<file path="src/rtl/axis_ready_shaper.sv">
// Rotating-mask throttle: drives a registered ready/valid
// from a pattern loaded at start and rotated right each cycle.
module axis_ready_shaper #(
  parameter int MASK_WIDTH = 8
) (
  input  logic                  clk,
  input  logic                  reset,
  input  logic                  i_load,
  input  logic                  i_run,
  input  logic [MASK_WIDTH-1:0] i_mask,
  output logic                  o_ready
);

  logic [MASK_WIDTH-1:0] r_mask;
  logic [MASK_WIDTH-1:0] w_rot;
  logic                  r_ready;

  assign w_rot = {r_mask[0], r_mask[MASK_WIDTH-1:1]};

  // Output bit tracks the mask LSB the mask register will hold.
  always_ff @(posedge clk) begin
    if (reset) begin
      r_mask  <= '0;
      r_ready <= 1'b0;
    end else if (i_load) begin
      r_mask  <= i_mask;
      r_ready <= i_mask[0];
    end else if (i_run) begin
      r_mask  <= w_rot;
      r_ready <= w_rot[0];
    end else begin
      r_ready <= 1'b0;
    end
  end

  assign o_ready = r_ready;

endmodule

</file>
<file path="config.mk">
export PLATFORM = sky130hd
export DESIGN_NAME = axis_ready_shaper
export DESIGN_NICKNAME = d
export VERILOG_FILES = /design/src/rtl/axis_ready_shaper.sv
export SDC_FILE = /design/constraint.sdc
export NUM_CORES = 1
export LEC_CHECK = 0
export ABC_CLOCK_PERIOD_IN_PS = 1100
export CAP_MARGIN = 20
export CORE_AREA = 10 10 52 54
export CTS_CLUSTER_SIZE = 14
export DETAILED_ROUTE_END_ITERATION = 7
export DIE_AREA = 0 0 62 64
export PLACE_DENSITY_LB_ADDON = 0.3
export SLEW_MARGIN = 15
export SYNTH_ARGS = -nofsm -noshare
export SYNTH_HDL_FRONTEND = slang
export SYNTH_SLANG_ARGS = --single-unit
</file>
<file path="constraint.sdc">
create_clock -name clk -period 1.1 [get_ports clk]
set_input_delay 0.11 -clock clk [delete_from_list [all_inputs] [get_ports clk]]
set_output_delay 0.11 -clock clk [all_outputs]
set_load 0.1 [all_outputs]
</file>
Word-level counts from Yosys, hierarchy flattened
Cells that the tools add are included.

word-level totals
  output and inout bits = 1
  input port bits = 12
  register bits after elaboration = 9

operators by class
  muxes and demuxes = 4
  reductions and logical operators = 1

operators with widths
  cell                count
  2-to-1 mux 8 bit    2
  2-to-1 mux 1 bit    2
  nonzero test 2 bit  1

Depth between registers and ports, before layout
Gate-level depths: netlist of the first run.

  word-level depth = 2
  gate-level depth with buffers = 3

Worst setup path after synthesis of the first run
OpenSTA, ideal clock, no wires.

  kind = register to output
  start point = register r_ready, in the netlist o_ready
  end point = output port o_ready
  data required time = 0.990 ns
  slack = 0.081 ns
  data arrival time = 0.909 ns
  buffers on the path = 0
  cell stages (with the launch flop) = 1
  cell sequence = dfxtp_1

RTL lines
  what                    RTL line  text
  start, declared         16        logic r_ready;
  start signal, assigned  27        r_ready <= i_mask[0];
  start signal, assigned  30        r_ready <= w_rot[0];
  end, declared           11        output logic o_ready

No word-level cell between the ends.

Worst setup path in the final report of the first run
  start point = input port i_load
  end point = register r_mask[1]

on the way
  word-level cells in the longest chain between the ends = 1
  elaborated cells between the ends (all ways) = 2
  those cells by class = mux (1); reduce/logical (1)

ends and longest elaborated chain
  what                                                    RTL line  text
  start, declared                                         8         input logic i_load,
  2-to-1 mux 8 bit or nonzero test 2 bit (tied branches)  -
  end signal, assigned                                    26        r_mask <= i_mask;
  end signal, assigned                                    29        r_mask <= w_rot;
  end, declared                                           14        logic [MASK_WIDTH-1:0] r_mask;

Parallel ways exist; a longest one is shown, timed or not.
A chain may end at the register's enable or synchronous reset.

==> flow_summary.ini, run 1 <==
[power]
vdd_ir_drop_max_mv = 0.458
power.density_mw_per_mm2 = 1220
leakage_nw = 0.241
power_mw = 0.749

[route]
routed_wirelength_um = 916
num_vias = 322
dr_wl_met3_um = 130
drt_first_iter_violations = 4
met2WireLength_um = 335
firstDrtPassIters = 2
final_antenna_net_count = 0
dr.max_layer_used = met4
wl_met1_um = 446
wire_per_inst_um = 11.3
routed_via_density = 3.98
drc_errors = 0

[global_route]
grt_pass1_wl_um = 1400
antenna_found_initial = 0
grt_max_degree = 10
first_global_vias = 317
track_usage = 0.0468
gr-total-overflow = 0

[timing]
slew_viol_final = 0
setup_violations = 0
rsz0062_at_grt = no
tightest_slew_ns = 0.322
setup_ws_ns = 0.159
fmax_mhz = 1060
period_needed_ns = 0.941
period_share = 0.855
slew_headroom = 0.785
finalHoldViolCount = 0
timing.hold.ws_ns = 0.454
skew_ns = 0.00476
fin_tns_setup_ns = 0

[setup_path]
cp_num_buf_inv = 2
critPathSlowestCell = clkdlybuf4s50_1
critical_path.top_delay_family = buffers and inverters
arrival_ns = 1.10
endpoint_kind = register
cp-start-kind = input pin
path_cells = clkdlybuf4s50_1, buf_4, nor2b_1, a211oi_1
path_max_fanout = 5
critPathMaxStageDelay_ns = 0.48
path_class = in2reg
cp_data_required_time_ns = 1.26

[flow_run]
max-cap-violations = 0

[yosys]
ys_seq_area_frac = 0.440
syn_inst = 40
synth_cell_types = 11
yosysWarnings = 0
syn_avg_cell_area_um2 = 10.2
netlist_area_um2 = 409
synth-seq-cells = 9
syn_nets = 52

[cells_and_area]
final_cell_area_um2 = 613
fill_cells = 177
regArea_um2 = 180
drive_gt1_frac = 0.125
multi_input_area_um2 = 206
final_common_cell = clkdlybuf4s50_1
areaGrowthSynthToFinish_pct = 49.8
fin_nets = 69
antenna_cells = 0
finish.utilization = 0.359
fin_cells = 81
final_cell_mix = 11 x clkdlybuf4s50_1, 9 x dfxtp_1, 8 x mux2i_1, 8 x nor2b_1, 8 x a211oi_1

[floorplanning]
design.core.area_mm2 = 0.00171
ioPinCount = 13
rows = 15
die_y_um = 64
die_w_um = 62
dieArea_mm2 = 0.00397
start_util = 0.240

[cts]
cts_tree = done
cts_buffer_depth = 2
clk_latency_ns = 0.25
root_buffer = clkbuf_4
cts_setup_buffers = 0
hold_buffers = 0
clk_pin_slew_ns = 0.06
cts-buffers-inserted = 3
post_cts_resized = 0
htree_levels = 1
clkSinkCount = 9

[place]
dp_worst_setup_slack_ns = -0.120
place_congestion = 0.705
post-place-cells = 77
dpl_cell_area_um2 = 587
numPortBuffers = 12

[run_status]
outcome = finished clean

[min_path]
hold_path.class = in2reg
[synthesized netlist by cell type]
library cell  number  share of area
nand3b_1           1          0.018
clkbuf_1           1         0.0092
a211oi_1           8           0.15
a21oi_1            1          0.012
nor2b_1            8           0.12
buf_1              1         0.0092
dfxtp_1            9           0.44
nand2_1            1         0.0092
mux2i_1            8           0.20
buf_6              1          0.028
inv_1              1         0.0092
[final timing paths]
path / start / slack, ns / end / cells after the start
setup reg to reg: r_mask[1] / 0.34 / r_mask[0] / 2
hold reg to reg: r_mask[1] / 0.51 / o_ready / 2
setup / recovery: i_load / 0.16 / r_mask[1] / 4
hold / removal: i_mask[0] / 0.45 / o_ready / 3
[cell type report]
class | count | share of cell area
clock buffers | 4 | 0.0429
inverters | 1 | 0.00612
multi-input cells | 27 | 0.337
flip-flops and latches | 9 | 0.294
well taps | 25 | 0.0510
repair buffers | 15 | 0.269
[worst register-to-register path, cell delays in order (launching register included)]
cell and delay [ns]:
dfxtp_1 0.36, mux2i_1 0.08, a211oi_1 0.23
[metal layers]
metal / vias up / global-route usage
li1: 175 / -
met2: 11 / 0.0526
met4: 0 / 0.0335
met5: - / 0
met1: 134 / 0.0603
met3: 2 / 0.0296
[cells by family after synthesis]
group / after synthesis / synth area share
AOI/OAI and AO/OA: 9 / 0.159
and+or+nand+nor: 10 / 0.150
muxes: 8 / 0.196
buffers and inverters: 4 / 0.0550
DFF: 9 / 0.440
[registers in the layout (all words and copies together), names as in the netlist]
name	flops
r_mask	8
o_ready	1
[power by group]
part | leakage (nW) | internal, mW | switching [mW]
clock | 0.0150 | 0.139 | 0.104
sequential | 0.0748 | 0.350 | 0.0130
combinational | 0.152 | 0.0850 | 0.0581
total | 0.241 | 0.574 | 0.175
Power figures use the tool's default switching activity.
==> inputs of run 2 (changes only) <==
- CORE_AREA: 10 10 52 54 -> 10 10 47 49
- DIE_AREA: 0 0 62 64 -> 0 0 57 59
==> run 2 against run 1 <==
  * Power up 0.42%
  * Hold slack worse by 0.0079 ns
  * Die area down 15%
  * First-iteration DRC count down 75%
  * Fmax up 4.5%
  * Critical path depth unchanged
  * Non-clock buffer count up 1
  * Count of clock-buffer cells in the layout down 1
  * Cell count down 9.9%
  * Global-route usage up 0.74 points
  * Critical endpoint is now r_mask[0]
==> flow_summary.ini, run 2 (same netlist as run 1, synthesis figures left out) <==
[run_status]
outcome = finished clean

[route]
drc_errors = 0
routed_wirelength_um = 844
routed_via_density = 4.66
wire_per_inst_um = 11.6
final_antenna_net_count = 0
firstDrtPassIters = 2
num_vias = 340
drt_first_iter_violations = 1

[setup_path]
endpoint_kind = register
critPathMaxStageDelay_ns = 0.45
path_max_fanout = 6
path_cells = clkdlybuf4s50_1, buf_4, nor2b_1, a211oi_1
arrival_ns = 1.06
critical_path.top_delay_family = buffers and inverters
cp_data_required_time_ns = 1.26
cp-start-kind = input pin
cp_num_buf_inv = 2
critPathSlowestCell = clkdlybuf4s50_1
path_class = in2reg

[power]
vdd_ir_drop_max_mv = 0.618
leakage_nw = 0.244
power.density_mw_per_mm2 = 1260

[cts]
clkSinkCount = 9
cts_setup_buffers = 0
hold_buffers = 0
cts_buffer_depth = 2
cts-buffers-inserted = 3
clk_pin_slew_ns = 0.06
clk_latency_ns = 0.26
post_cts_resized = 0
htree_levels = 1
cts_tree = done
root_buffer = clkbuf_4

[global_route]
grt_pass1_wl_um = 1460
antenna_found_initial = 0
track_usage = 0.0542
first_global_vias = 368
grt_max_degree = 10
gr-total-overflow = 0

[timing]
finalHoldViolCount = 0
slew_headroom = 0.783
setup_violations = 0
tightest_slew_ns = 0.325
period_needed_ns = 0.900
fmax_mhz = 1110
fin_tns_setup_ns = 0
skew_ns = 0.00424
rsz0062_at_grt = no
period_share = 0.818
setup_ws_ns = 0.200
slew_viol_final = 0

[floorplanning]
die_w_um = 57
rows = 14
dieArea_mm2 = 0.00336
design.core.area_mm2 = 0.00140
start_util = 0.292
ioPinCount = 13
die_y_um = 59

[cells_and_area]
final_common_cell = clkdlybuf4s50_1
fin_nets = 70
drive_gt1_frac = 0.158
largest_reg_flops = 8
final_cell_mix = 11 x clkdlybuf4s50_1, 9 x dfxtp_1, 8 x mux2i_1, 8 x nor2b_1, 8 x a211oi_1
regMostFlops = r_mask
antenna_cells = 0
areaGrowthSynthToFinish_pct = 46.2

[place]
dp_worst_setup_slack_ns = -0.0769
place_congestion = 0.655
dp_hpwl_um = 704
numPortBuffers = 12

[min_path]
hold_path.class = in2reg

[flow_run]
max-cap-violations = 0
[run 2: cell types whose count changed in the layout (fill, tap and decap cells not counted), sizes merged]
| cell | before | now |
|---|---|---|
| buf | 4 | 5 |
| clkbuf | 4 | 3 |
| clkinv | 0 | 1 |
[run 2: final timing paths]
check	start	endpoint	slack, ns	cells after the start
worst max-delay path	i_load	r_mask[0]	0.20	4
worst min-delay path	i_mask[0]	o_ready	0.45	3
worst max register to register	r_mask[1]	r_mask[0]	0.33	2
worst min register to register	r_mask[1]	o_ready	0.52	2
[run 2: worst register-to-register path, cell delays in order (launching register included)]
cell and delay, ns:
dfxtp_1 0.35, mux2i_1 0.08, a211oi_1 0.24
[run 2: stage by stage]
| step | instances | hold slack (ns) | utilization | cell area (um^2) | total power, mW |
|---|---|---|---|---|---|
| detailed placement | 69 | 0.519 | 0.407 | 571 | 0.512 |
| floorplan | 40 | 0.255 | - | 409 | 0.444 |
| CTS | 73 | 0.439 | 0.427 | 598 | 0.767 |
| global placement | 69 | 0.509 | 0.407 | 571 | 0.511 |
| global route | 73 | 0.457 | 0.427 | 598 | 0.797 |
| finish | 73 | 0.446 | 0.427 | 598 | 0.752 |
[run 2: where the power goes]
part / total, mW / internal [mW] / switching [mW] / leakage (nW)
combinational: 0.140 / 0.0825 / 0.0573 / 0.152
sequential: 0.363 / 0.350 / 0.0131 / 0.0748
clock: 0.249 / 0.134 / 0.115 / 0.0177
total: 0.752 / 0.566 / 0.186 / 0.244
[run 2: cell type report]
| cell class | count | area, um^2 |
|---|---|---|
| Clock inverter | 1 | 5.00 |
| Inverter | 1 | 3.75 |
| Tap cell | 16 | 20.0 |
| Sequential cell | 9 | 180 |
| Fill cell | 158 | 803 |
| Clock buffer | 3 | 22.5 |
| Multi-Input combinational cell | 27 | 206 |
| Timing Repair Buffer | 16 | 160 |
[run 2: per-layer routing]
| metal | share of wire | up-vias | GRT usage |
|---|---|---|---|
| met1 | 0.48 | 153 | 0.0586 |
| met4 | 0 | 0 | 0.0302 |
| met5 | 0 | - | 0 |
| met3 | 0.059 | 0 | 0.0300 |
| met2 | 0.45 | 9 | 0.0822 |
| li1 | - | 178 | - |
==> variant (settings of run 2) <==
`MASK_WIDTH`: 8 -> 10.
--- a/src/rtl/axis_ready_shaper.sv
+++ b/src/rtl/axis_ready_shaper.sv
@@ -2,5 +2,5 @@
 // from a pattern loaded at start and rotated right each cycle.
 module axis_ready_shaper #(
-  parameter int MASK_WIDTH = 8
+  parameter int MASK_WIDTH = 10
 ) (
   input  logic                  clk,
Interface: changed (resized i_mask); port bits go from 13 to 15. No check against the original RTL was run, so the function may have changed too.
==> variant against run 2 <==
Worst hold slack worse by 0.023 ns. Sequential cell count up 2. Highest routed layer is now met4. Routed wire length up 25%. Worst setup slack worse by 0.026 ns. First-iteration DRC count down 100%. Final area up 22%. Total power up 19%. Area after synthesis up 21%.
==> variant: results <==
route:
  first_pass_iters: 1
  drtIter0Drc: 0
  viasPerCell: 5.01
  wl_mm: 1.05
grt:
  grt_max_degree: 13
  track_usage: 0.0701
  antenna_found_initial: 0
  grt_pass1_wl_mm: 1.93
  grt_pass1_vias: 473
critical_path:
  crit_slowest_cell: "dfxtp_1"
  critPathTopFamily: "flip-flops"
  critPathLaunch: "o_ready"
  path_max_fanout: 1
  max_stage_delay_ns: 0.36
  crit_arrival_ns: 0.82
  r2r_start: "r_mask[5]"
  rr_worst_depth: 2
finish:
  regMostFlops: "r_mask"
  final_nets: 84
  fillers: 144
  drive_above_1_share: 0.145
  largest_reg_flops: 10
  antennaDiodeCount: 0
clocking:
  cts-root-buf: "clkbuf_4"
  cts_buffers: 3
  insertion_delay_ns: 0.27
  post_cts_buffers: 0
  clockBufferDepth: 2
  clk_pin_slew_worst_paths_ns: 0.07
  htreeDepth: 1
timing:
  hold_viol_final: 0
  final.setup_skew_ns: 0.00235
  relSlewSlack: 0.877
  setup_viol: 0
power:
  vdd_drop_max_v: 0.000617
  p_leak_nw: 0.294
  p_seq_frac: 0.494
  power_switching_w: 0.000222
logic_synthesis:
  yosysSeqAreaShare: 0.443
  synth_warnings: 0
  synth-adder-area-share: 0
  synthMuxAreaShare: 0.202
  synthTopCellsByArea: "dfxtp_1 (44%), mux2i_1 (20%), a211oi_1 (15%)"
  synth_commonest_cells: "dfxtp_1 (11), a211oi_1 (10), mux2i_1 (10), nor2b_1 (10), clkbuf_1 (2)"
  synth_compound_area_frac: 0.161
  synth_cell_types: 10
  synth_nets: 62
status:
  status: "finished, final reports clean"
placed_design:
  io_buffers: 14
  dp_worst_setup_slack_ns: -0.0987
  gp_congestion: 0.703
hold_path:
  hp-class: "in -> reg"
  hold_depth: 3
  hold_path_startpoint: "i_mask[0]"
variant: worst paths after layout:
path	endpoint	slack, ns
worst max register to register	r_mask[4]	0.37
worst max-delay path	o_ready	0.17
worst min register to register	o_ready	0.50
worst min-delay path	o_ready	0.42
variant: through the flow:
| stage | setup TNS (ns) | util | total power [W] | instance area (µm²) | instances |
|---|---|---|---|---|---|
| floorplan | 0 | - | 0.000537 | 497 | 48 |
| global placement | -0.670 | 0.504 | 0.000626 | 706 | 81 |
| detailed placement | -0.821 | 0.504 | 0.000628 | 706 | 81 |
| CTS | 0 | 0.522 | 0.000903 | 732 | 85 |
| global route | 0 | 0.522 | 0.000946 | 732 | 85 |
| finish | 0 | 0.522 | 0.000895 | 732 | 85 |
variant: cells by family after synthesis:
logic type      after synthesis
mux                          10
simple gates                 12
flops                        11
compound gates               11
buf+inv                       4
variant: power groups by stage:
stage	sequential, W	clock (W)	combinational (W)
floorplan	0.000461	0	0.0000766
global placement	0.000451	0	0.000175
detailed placement	0.000452	0	0.000176
CTS	0.000443	0.000283	0.000177
global route	0.000446	0.000308	0.000192
finish	0.000442	0.000278	0.000175
variant: layout make-up:
cell class / count / share of cell area
multi-input cells: 33 / 0.347
flip-flops and latches: 11 / 0.301
clock buffers: 4 / 0.0359
repair buffers: 20 / 0.284
inverters: 1 / 0.00513
well taps: 16 / 0.0274
variant: per-layer routing:
metal | vias up | wire [µm] | track usage
met5 | - | 0 | 0
met4 | 0 | 49 | 0.0705
met3 | 5 | 8 | 0.00644
met2 | 9 | 510 | 0.119
met1 | 196 | 484 | 0.0728
li1 | 216 | - | -
